--- src/rtl/alu_nibble_sequencer_if.sv ---
// Requester-side bundle for the nibble sequencer.
// Carries the start/abort handshake, operands and result.
interface alu_nibble_sequencer_if #(
    parameter int NIBBLES = 4
);
    localparam int W = 4 * NIBBLES;

    logic         start;
    logic         abort;
    logic [W-1:0] op_a;
    logic [W-1:0] op_b;
    logic         op_cin;
    logic [1:0]   op_m;
    logic         busy;
    logic         done;
    logic [W-1:0] result;
    logic         carry_out;

    modport master (
        output start, abort, op_a, op_b, op_cin, op_m,
        input  busy, done, result, carry_out
    );

    modport slave (
        input  start, abort, op_a, op_b, op_cin, op_m,
        output busy, done, result, carry_out
    );
endinterface

--- src/rtl/alu_nibble_sequencer.sv ---
// Runs a wide operation on one shared 4-bit ALU,
// one nibble per cycle, LSB first, carry chained.
module alu_nibble_sequencer #(
    parameter int NIBBLES = 4
) (
    input  logic                  clk,
    input  logic                  rst,
    alu_nibble_sequencer_if.slave bus,
    output logic [3:0]            alu_a,
    output logic [3:0]            alu_b,
    output logic                  alu_cin,
    output logic [1:0]            alu_m,
    input  logic [3:0]            alu_f,
    input  logic                  alu_cout
);
    localparam int W  = 4 * NIBBLES;
    localparam int IW = $clog2(NIBBLES);
    localparam logic [IW-1:0] LAST = IW'(NIBBLES - 1);

    typedef enum logic [1:0] {
        IDLE = 2'd0,
        RUN  = 2'd1,
        DONE = 2'd2
    } state_t;

    state_t         state;
    logic [IW-1:0]  idx;
    logic [W-1:0]   a_reg;
    logic [W-1:0]   b_reg;
    logic           cin_reg;
    logic           carry_reg;
    logic [1:0]     m_reg;
    logic [W-1:0]   result_reg;
    logic           cout_reg;
    logic           busy_reg;
    logic           done_reg;

    assign bus.busy      = busy_reg;
    assign bus.done      = done_reg;
    assign bus.result    = result_reg;
    assign bus.carry_out = cout_reg;

    // Present the current nibble to the ALU only while running.
    always_comb begin
        alu_a   = '0;
        alu_b   = '0;
        alu_cin = 1'b0;
        alu_m   = '0;
        if (state == RUN) begin
            alu_a   = a_reg[4*idx +: 4];
            alu_b   = b_reg[4*idx +: 4];
            alu_cin = (idx == '0) ? cin_reg : carry_reg;
            alu_m   = m_reg;
        end
    end

    // Sequencer FSM; an aborted nibble is not written back.
    always_ff @(posedge clk or posedge rst) begin
        if (rst) begin
            state      <= IDLE;
            idx        <= '0;
            a_reg      <= '0;
            b_reg      <= '0;
            cin_reg    <= 1'b0;
            carry_reg  <= 1'b0;
            m_reg      <= '0;
            result_reg <= '0;
            cout_reg   <= 1'b0;
            busy_reg   <= 1'b0;
            done_reg   <= 1'b0;
        end else begin
            done_reg <= 1'b0;
            unique case (state)
                IDLE: begin
                    if (bus.start) begin
                        a_reg    <= bus.op_a;
                        b_reg    <= bus.op_b;
                        cin_reg  <= bus.op_cin;
                        m_reg    <= bus.op_m;
                        idx      <= '0;
                        busy_reg <= 1'b1;
                        state    <= RUN;
                    end
                end
                RUN: begin
                    if (bus.abort) begin
                        busy_reg <= 1'b0;
                        state    <= IDLE;
                    end else begin
                        result_reg[4*idx +: 4] <= alu_f;
                        carry_reg <= alu_cout;
                        if (idx == LAST) begin
                            cout_reg <= alu_cout;
                            done_reg <= 1'b1;
                            state    <= DONE;
                        end else begin
                            idx <= idx + 1'b1;
                        end
                    end
                end
                DONE: begin
                    busy_reg <= 1'b0;
                    state    <= IDLE;
                end
                default: begin
                    busy_reg <= 1'b0;
                    state    <= IDLE;
                end
            endcase
        end
    end
endmodule

--- src/flat_wrapper.sv ---
// flat-port wrapper written by rule: the top's interface ports become plain ports
module alu_nibble_sequencer_flat 
#(
    parameter int NIBBLES = 4
)
  (clk, rst, alu_a, alu_b, alu_cin, alu_m, alu_f, alu_cout, bus_start, bus_abort, bus_op_a, bus_op_b, bus_op_cin, bus_op_m, bus_busy, bus_done, bus_result, bus_carry_out);
  alu_nibble_sequencer_if #(.NIBBLES(NIBBLES)) bus_i ();
  input  logic clk;
  input  logic rst;
  output logic [3:0] alu_a;
  output logic [3:0] alu_b;
  output logic alu_cin;
  output logic [1:0] alu_m;
  input  logic [3:0] alu_f;
  input  logic alu_cout;
  input wire logic [$bits(bus_i.start)-1:0] bus_start;
  input wire logic [$bits(bus_i.abort)-1:0] bus_abort;
  input wire logic [$bits(bus_i.op_a)-1:0] bus_op_a;
  input wire logic [$bits(bus_i.op_b)-1:0] bus_op_b;
  input wire logic [$bits(bus_i.op_cin)-1:0] bus_op_cin;
  input wire logic [$bits(bus_i.op_m)-1:0] bus_op_m;
  output wire logic [$bits(bus_i.busy)-1:0] bus_busy;
  output wire logic [$bits(bus_i.done)-1:0] bus_done;
  output wire logic [$bits(bus_i.result)-1:0] bus_result;
  output wire logic [$bits(bus_i.carry_out)-1:0] bus_carry_out;
  assign bus_i.start = bus_start;
  assign bus_i.abort = bus_abort;
  assign bus_i.op_a = bus_op_a;
  assign bus_i.op_b = bus_op_b;
  assign bus_i.op_cin = bus_op_cin;
  assign bus_i.op_m = bus_op_m;
  assign bus_busy = bus_i.busy;
  assign bus_done = bus_i.done;
  assign bus_result = bus_i.result;
  assign bus_carry_out = bus_i.carry_out;
  alu_nibble_sequencer #(.NIBBLES(NIBBLES)) u_core (.clk(clk), .rst(rst), .bus(bus_i), .alu_a(alu_a), .alu_b(alu_b), .alu_cin(alu_cin), .alu_m(alu_m), .alu_f(alu_f), .alu_cout(alu_cout));
endmodule
--- config.mk ---
export PLATFORM = sky130hd
export DESIGN_NAME = alu_nibble_sequencer_flat
export DESIGN_NICKNAME = d
export VERILOG_FILES = /design/src/rtl/alu_nibble_sequencer_if.sv /design/src/rtl/alu_nibble_sequencer.sv /design/src/flat_wrapper.sv
export SDC_FILE = /design/constraint.sdc
export NUM_CORES = 1
export LEC_CHECK = 0
export CAP_MARGIN = 15
export CORE_ASPECT_RATIO = 0.75
export CORE_UTILIZATION = 40
export CTS_CLUSTER_DIAMETER = 40
export CTS_CLUSTER_SIZE = 25
export DETAILED_ROUTE_END_ITERATION = 7
export PLACE_DENSITY = 0.69
export SLEW_MARGIN = 40
export SYNTH_ARGS = -nofsm -noshare
export SYNTH_HDL_FRONTEND = slang
export SYNTH_SLANG_ARGS = --single-unit
export TNS_END_PERCENT = 1
--- constraint.sdc ---
create_clock -name clk -period 2.1 [get_ports clk]
set_input_delay 0.21 -clock clk [delete_from_list [all_inputs] [get_ports clk]]
set_output_delay 0.21 -clock clk [all_outputs]
set_load 0.005 [all_outputs]
# --- Word level (Yosys, flattened, before mapping) ---
# Index checks and enable logic that the tools add are counted.
classes:
  addsub: 2
  n_eq_ne: 7
  shifts: 4
  n_mux: 20
  n_bitwise: 1
  n_reduce_logical: 9
op_table:
  columns: ["cell", "n"]
  rows:
  - ["$neg 4->34", 1]
  - ["$shift 4x34->16 const A", 1]
  - ["$shiftx 4x34->16", 1]
  - ["$shiftx 16x5->4", 2]
  - ["$bwmux 16", 1]
  - ["$mux 2", 7]
  - ["$mux 4", 2]
  - ["$ne 2x2->1 const B", 4]
  - ["$pmux 2 s2", 2]
  - ["$reduce_and 2->1", 4]
  - ["$mux 1", 7]
  - ["$logic_not 2->1", 2]
  - ["$reduce_and 4->1", 1]
  - ["$ne 3x3->1 const B", 1]
  - ["$reduce_and 3->1", 1]
  - ["$add 2x1->2 const B", 1]
  - ["$eq 2x1->1 const B", 1]
  - ["$eq 2x2->1 const B", 1]
  - ["$pmux 1 s2", 1]
  - ["$reduce_bool 2->1", 1]
  - ["$not 1->1", 1]
word_totals:
  regBits: 59
  in_bits: 44

# --- Longest topological paths before layout ---
# Gate-level depths: netlist of the first run.
depth:
  depth_word: 4
  depth_mapped: 6
  mapped_depth_nobuf: 5

# --- Least setup slack after synthesis of the first run ---
# No wires, ideal clock.
synth_path:
  path_type: "register to register"
  startpoint: "register u_core.idx[1]"
  endpoint: "register u_core.result_reg[4] (netlist: u_core.bus.result[4])"
  setup_ns: 0.067
  arrival_ns: 1.798
  t_required_ns: 2.033
  slack_ns: 0.235
  stages_incl_launch_ff: 7
  n_path_buf: 1
  synth_period_minus_slack_ns: 1.865
  cell_sequence: "dfrtp_1 > clkbuf_1 > inv_1 > ha_1 > inv_1 > nor4b_2 > a22o_1"
synth_via:
  elab_chain_len: 3
  elab_cells_between_ends: 4
synth_lines:
  columns: ["item", "line_no", "text"]
  rows:
  - ["from (decl)", "alu_nibble_sequencer.sv:27", "logic [IW-1:0] idx;"]
  - ["from (signal assigned)", "alu_nibble_sequencer.sv:97", "idx <= idx + 1'b1;"]
  - ["$neg 4->34 (*)", "alu_nibble_sequencer.sv:90", "result_reg[4*idx +: 4] <= alu_f;"]
  - ["$shiftx 4x34->16 / $shift 4x34->16 (equally long branches)", "alu_nibble_sequencer.sv:90", null]
  - ["$bwmux 16 (*)", "alu_nibble_sequencer.sv:90", null]
  - ["to (signal, indexed assignment)", "alu_nibble_sequencer.sv:90", null]
  - ["to (decl)", "alu_nibble_sequencer.sv:33", "logic [W-1:0] result_reg;"]
# Mark *: on every way between the ends. The rest lies on a longest branch, timed or not.
# A chain may end at the register's enable or synchronous reset.

# --- Final worst setup path of the first run ---
layout_path:
  startpoint: "register u_core.idx[0]"
  endpoint: "output port alu_a[2]"
layout_via:
  elab_chain_len: 2
layout_lines:
  columns: ["item", "line_no", "text"]
  rows:
  - ["$shiftx 16x5->4", "alu_nibble_sequencer.sv:50", "alu_a = a_reg[4*idx +: 4];"]
  - ["$mux 4", "alu_nibble_sequencer.sv:49", "if (state == RUN) begin"]
  - ["to (decl)", "flat_wrapper.sv:10", "output logic [3:0] alu_a;"]
# Every way passes these cells.

==> metrics.txt, run 1 <==
global-route wire length before repair=9.045 mm; design internal power=3.008 mW; worst skew pair latency=330 ps; sequential share of power=39.9%; Synth Area in Compound Gates=6.322%; Wirelength per Cell=15.85 µm; clk slew on worst S/H paths=60 ps; ANT nets after route=0; Antenna Cells=0; Synth-to-Final Area Change=41.43%; IO buf count=73; Lkg Pwr=1.578 nW; Syn Inst Count=177; total CTS buffers=9; Tot Pwr=4.231 mW; DR iter-0 viols=57; Post-synth top cells=59 x dfrtp_1, 35 x mux2_2, 16 x a22o_1, 9 x nor2b_1; clock power share=21.3%; die area=between 6000 and 7000 µm²; width of the die=95.32 µm; status=completed; Hold Worst Slack=219.2 ps; Synth top area share=between 50 and 60%; max_cap viols=0; ranking of synthesized cells by area=dfrtp_1 57%, mux2_2 15%, mux4_2 6.9%; EDFF count, synth=0; top-count cell post-synth=dfrtp_1; Sw Ratio=between 20 and 30%; Post-synth ARST share=100.0%; Placed Cells incl. Taps=~330; Slew Viols, Final=0; layout net count=313; CTS hold repair buffers=0; layout cell share with drive strength beyond 1=29.00%; final setup fails=0; multiplexer share of the synthesized area=22.37%; Slew @ Worst Pin=510.1 ps; total grt overflow=0; site row count=25; Synth Area in XOR/XNOR=0%; vias in the first global route=1,766; Most used DFF post-synth=dfrtp_1; Layout fillers=around 530; Achievable Freq=497.0 MHz; io pins=74; Setup crit start kind=register; Slew HR=approximately two thirds; Clock Sinks=59; fin crit share=95.82%; Required @ worst endpoint=~1900 ps; RSZ-0062 raised after global routing=false; endpoints failing hold=0; cell area after synthesis=2613 µm²; Net Count, Synth=226; starting density of the core=41.35%; CTS H-tree lvls=3; Avg Cell Area, Syn=14.76 µm²; pin count of the biggest net entering global routing=37; Final Wtd Congestion=0.7008; Synth Area in Adders=2.395%; CTS tree=yes; Bufs on Longest Clock Path=2; vias post-DR=1,728; crit path max fanout=8; Seq cells post-synth=59; post-synthesis simple-gate area fraction=a little under a tenth; Tot GR Track Use=18.11%; Setup crit end kind=output pin; Ys Warns=0; worst IR drop on VDD=0.5500 mV; initial antenna violation count=0; Yosys cell types=23; largest family of logic cells by synthesized area=multiplexers; post-DP HPWL=3.986 mm; Residual DRC=0; placed cell areas=roughly 3500 µm²; post-route minimum period=~2000 ps; final instance area=roughly 3700 µm²; logic gate share of total power=between 30% and 40%; Post-Layout Cell Count=350; Root Buffer=clkbuf_8; drt pass-1 iters=4; WS Path Type=reg -> out; power per cell area=approximately 1100 nW/µm²; area leader, netlist=dfrtp_1; vias per inst=4.937; TNS Setup=0 ps; net switching power=1.223 mW; Worst EP arrival=about 1800 ps; Die Ht=between 70 and 80 µm; Core Region=6319 µm²; Hold Crit Class=in -> async; Clock Skew=between 5 and 6 ps; register area share after synthesis=56.51%; drt total wl=5.547 mm
## routing by layer
| metal | vias to the layer above | share of wire (%) | global-route usage [%] |
|---|---|---|---|
| met5 | - | 0 | 0 |
| met4 | 0 | 1.1 | 6.061 |
| met3 | 7 | 6.1 | 6.709 |
| met2 | 47 | 44 | 26.11 |
| met1 | 854 | 49 | 25.24 |
| li1 | 820 | - | - |
## repair_timing
| action | CTS | global route |
|---|---|---|
| gates cloned | 0 | 0 |
| setup endpoints to repair | 9 | 7 |
| pin swaps | 0 | 0 |
| hold endpoints to repair | 0 | 0 |
| buffers inserted | 0 | 0 |
| gates resized for setup | 11 | 3 |
## power groups by stage
stage / Clock (mW) / Sequential (mW) / Combinational (mW)
after floorplan: 0 / 1.67 / 1.00
after global placement: 0 / 1.70 / 1.69
after detailed placement: 0 / 1.71 / 1.71
after CTS: 0.927 / 1.69 / 1.66
after global routing: 0.987 / 1.73 / 1.80
final: 0.901 / 1.69 / 1.64
## area by class of cell
cell class	instances	area (µm²)	area share (%)
inverters	8	30.03	0.8127
multi-input cells	102	1072	29.02
flip-flops and latches	59	1476	39.96
well taps	81	101.3	2.743
repair buffers	84	842.1	22.79
clock inverters	2	10.01	0.2709
clock buffers	14	162.7	4.402
## final timing paths
check                                  from  slack, ps                     to  cells past startpoint
setup / recovery              u_core.idx[0]         90               alu_a[2]                      4
hold / removal                          rst        220  u_core.bus.result[11]                      2
setup reg to reg              u_core.idx[0]        210   u_core.bus.result[2]                      6
hold reg to reg            u_core.b_reg[11]        500       u_core.b_reg[11]                      1
max in group asynchronous               rst       1350       u_core.a_reg[10]                      3
min in group clk                bus_op_m[1]        450        u_core.m_reg[1]                      3
## per-stage QoR
| step | utilization (%) | setup WS, ps |
|---|---|---|
| global route | 58.48 | 3.254 |
| detailed placement | 55.80 | 178.7 |
| CTS | 58.40 | 3.961 |
| global placement | 55.80 | 154.7 |
| floorplan | - | 234.9 |
| finish | 58.48 | 87.79 |
## logic make-up after synthesis
family	Yosys count
buf+inv	16
fa+ha+maj	5
mux	44
flops	59
simple gates	32
compound gates	21
## critical path: stages, from the launching register on
cell	delay, ps
dfrtp_1	400
buf_12	160
mux4_2	480
nor2b_1	150
dlygate4sd2_1	270
## placed cells by master (no fill, tap or decap)
master,count
buf_12,3
clkdlybuf4s50_1,64
nor4b_4,1
nand2_1,5
dfrtp_1,59
nor4b_1,1
nand4bb_2,2
inv_2,2
nand2b_2,1
ha_2,1
nor4b_2,3
nor3b_2,1
nand4bb_1,2
clkbuf_1,3
a21oi_1,1
clkdlybuf4s15_1,2
dlygate4sd2_1,7
ha_1,4
mux2_2,35
o21ai_0,4
or2_1,1
mux2i_1,1
buf_4,8
a22o_1,16
inv_1,6
nor2_1,6
mux4_2,8
nor2b_1,9
clkinv_2,2
clkbuf_8,11
(Power assumes the default switching activity.)
==> inputs of run 2 (changes only) <==
--- a/config.mk
+++ b/config.mk
@@ -7,6 +7,7 @@
 export LEC_CHECK = 0
 export CAP_MARGIN = 15
 export CORE_ASPECT_RATIO = 0.75
+export CORE_MARGIN = 5
 export CORE_UTILIZATION = 40
 export CTS_CLUSTER_DIAMETER = 40
 export CTS_CLUSTER_SIZE = 25
==> run 2 against run 1 <==
  * First-iteration DRC count up 56%
  * Core utilization down 0.36 points
  * Largest power group unchanged
  * Final cell count down 0.29%
  * Highest routed layer unchanged
==> metrics.txt, run 2 (same netlist as run 1, synthesis figures left out) <==
Tot GR Track Use=14.72% (was 18.11%); Slew @ Worst Pin=580.3 ps (was 510.1 ps); Slew Viols, Final=0 (unchanged); Setup crit start kind=register (unchanged); DR iter-0 viols=89 (was 57); Slew HR=60.77% (was 65.51%); starting density of the core=41.35% (unchanged); power per cell area=1142 nW/µm² (was 1145 nW/µm²); layout cell share with drive strength beyond 1=28.73% (was 29.00%); Hold Crit Class=in -> async (unchanged); most common cell after layout, fill and taps aside=clkdlybuf4s50_1 (unchanged); pin count of the biggest net entering global routing=60 (was 37); Residual DRC=0 (unchanged); Post-Layout Cell Count=349 (was 350); WS Path Type=reg -> out (unchanged); crit path max fanout=4 (was 8); Bufs on Longest Clock Path=2 (unchanged); Required @ worst endpoint=1890 ps (about the same); Clock Sinks=59 (unchanged); Achievable Freq=507.3 MHz (was 497.0 MHz); fin crit share=93.87% (was 95.82%); uppermost layer routed=met4 (unchanged); max_cap viols=0 (unchanged); Layout fillers=540 (was 529); global-route wire length before repair=9.135 mm (was 9.045 mm); vias per inst=4.937 (about the same); ANT nets after route=0 (unchanged); site row count=25 (unchanged); vias post-DR=1,723 (was 1,728); Die Ht=79.99 µm (was 71.99 µm); total grt overflow=0 (unchanged); post-DP HPWL=4.064 mm (was 3.986 mm); initial antenna violation count=0 (unchanged); Clock Skew=4.797 ps (was 5.550 ps); Reg area=1476 µm² (unchanged); Placed Cells incl. Taps=333 (was 334); Worst EP arrival=1760 ps (was 1800 ps); io pins=74 (unchanged); total setup buffers inserted after CTS=0 (unchanged); met2 wire length=2.477 mm (was 2.441 mm); met3 wire len=361 µm (was 340 µm); TNS Setup=0 ps (unchanged); Core Region=6319 µm² (unchanged); final setup fails=0 (unchanged); width of the die=103.3 µm (was 95.32 µm); die area=8265 µm² (was 6862 µm²); drt total wl=5.538 mm (was 5.547 mm); endpoints failing hold=0 (unchanged); Lkg Pwr=1.573 nW (was 1.578 nW); Wirelength per Cell=15.87 µm (was 15.85 µm); post-route minimum period=1971 ps (was 2012 ps); IO buf count=73 (unchanged); worst IR drop on VDD=0.5019 mV (was 0.5500 mV); Root Buffer=clkbuf_8 (unchanged); Synth-to-Final Area Change=40.57% (was 41.43%); total CTS buffers=9 (unchanged); CTS tree=yes (unchanged); Post-Route Utilization=58.12% (was 58.48%); drt pass-1 iters=4 (unchanged); CTS H-tree lvls=3 (unchanged); clk slew on worst S/H paths=60 ps (about the same); met1 WL=2.657 mm (was 2.704 mm); status=completed (unchanged); Final Wtd Congestion=0.7235 (was 0.7008); vias in the first global route=1,770 (was 1,766); RSZ-0062 raised after global routing=false (unchanged); layout net count=312 (was 313); Setup crit end kind=output pin (unchanged); multi-input gate area in the final layout=1077 µm² (was 1072 µm²); most frequent cells in the layout=64 x clkdlybuf4s50_1, 59 x dfrtp_1, 35 x mux2_2, 16 x a22o_1, 11 x clkbuf_8 (unchanged); Antenna Cells=0 (unchanged); worst skew pair latency=320 ps (was 330 ps)
[run 2: cell types whose count changed in the layout (fill, tap and decap cells not counted), moves of 2 or more]
cell	previous run	this run
buf_12	3	1
buf_6	0	2
clkdlybuf4s15_1	2	0
dlygate4sd2_1	7	9
[run 2: area by class of cell]
cell class / count / area share, %
clock inverters: 2 / 0.2726
well taps: 81 / 2.760
clock buffers: 14 / 4.429
repair buffers: 83 / 22.18
flip-flops and latches: 59 / 40.20
multi-input cells: 102 / 29.34
inverters: 8 / 0.8177
[run 2: repair_timing]
action,CTS,global route
hold buffers,0,0
gates cloned,0,0
setup endpoints to repair,11,2
resized for setup,14,1
[run 2: per-layer routing]
| layer | global-route usage [%] | vias to the layer above |
|---|---|---|
| met5 | 0 | - |
| met1 | 21.11 | 857 |
| met2 | 20.74 | 43 |
| li1 | - | 821 |
| met3 | 4.891 | 2 |
| met4 | 5.045 | 0 |
[run 2: worst paths after layout]
path	start	end	slack, ps	depth (start not counted)
max	u_core.idx[0]	alu_a[3]	130	4
min	rst	u_core.state[1]	260	3
max reg2reg	u_core.idx[0]	u_core.bus.result[9]	270	6
min reg2reg	u_core.a_reg[6]	u_core.a_reg[6]	500	1
max in group asynchronous	rst	u_core.bus.result[12]	1580	3
min in group clk	bus_op_m[0]	u_core.m_reg[0]	450	3
[run 2: report_power, final]
part	switching, mW	total [mW]	internal [mW]
Clock	0.404	0.894	0.490
Sequential	0.184	1.68	1.50
Combinational	0.613	1.62	1.00
[run 2: critical path, stage by stage, from the launching register on]
cell and delay [ps]:
dfrtp_1 390, buf_6 150, mux4_2 500, nor2b_1 140, dlygate4sd2_1 270
[run 2: stage by stage]
stage               area [µm²]  power (mW)  setup WS [ps]  hold slack, ps
global placement          3493       3.359          248.6           486.7
floorplan                 2613       2.674          234.9           326.8
finish                    3672       4.195          128.7           262.5
global route              3672       4.495          33.45           282.4
CTS                       3667       4.261          47.75           269.9
detailed placement        3493       3.385          218.9           491.8
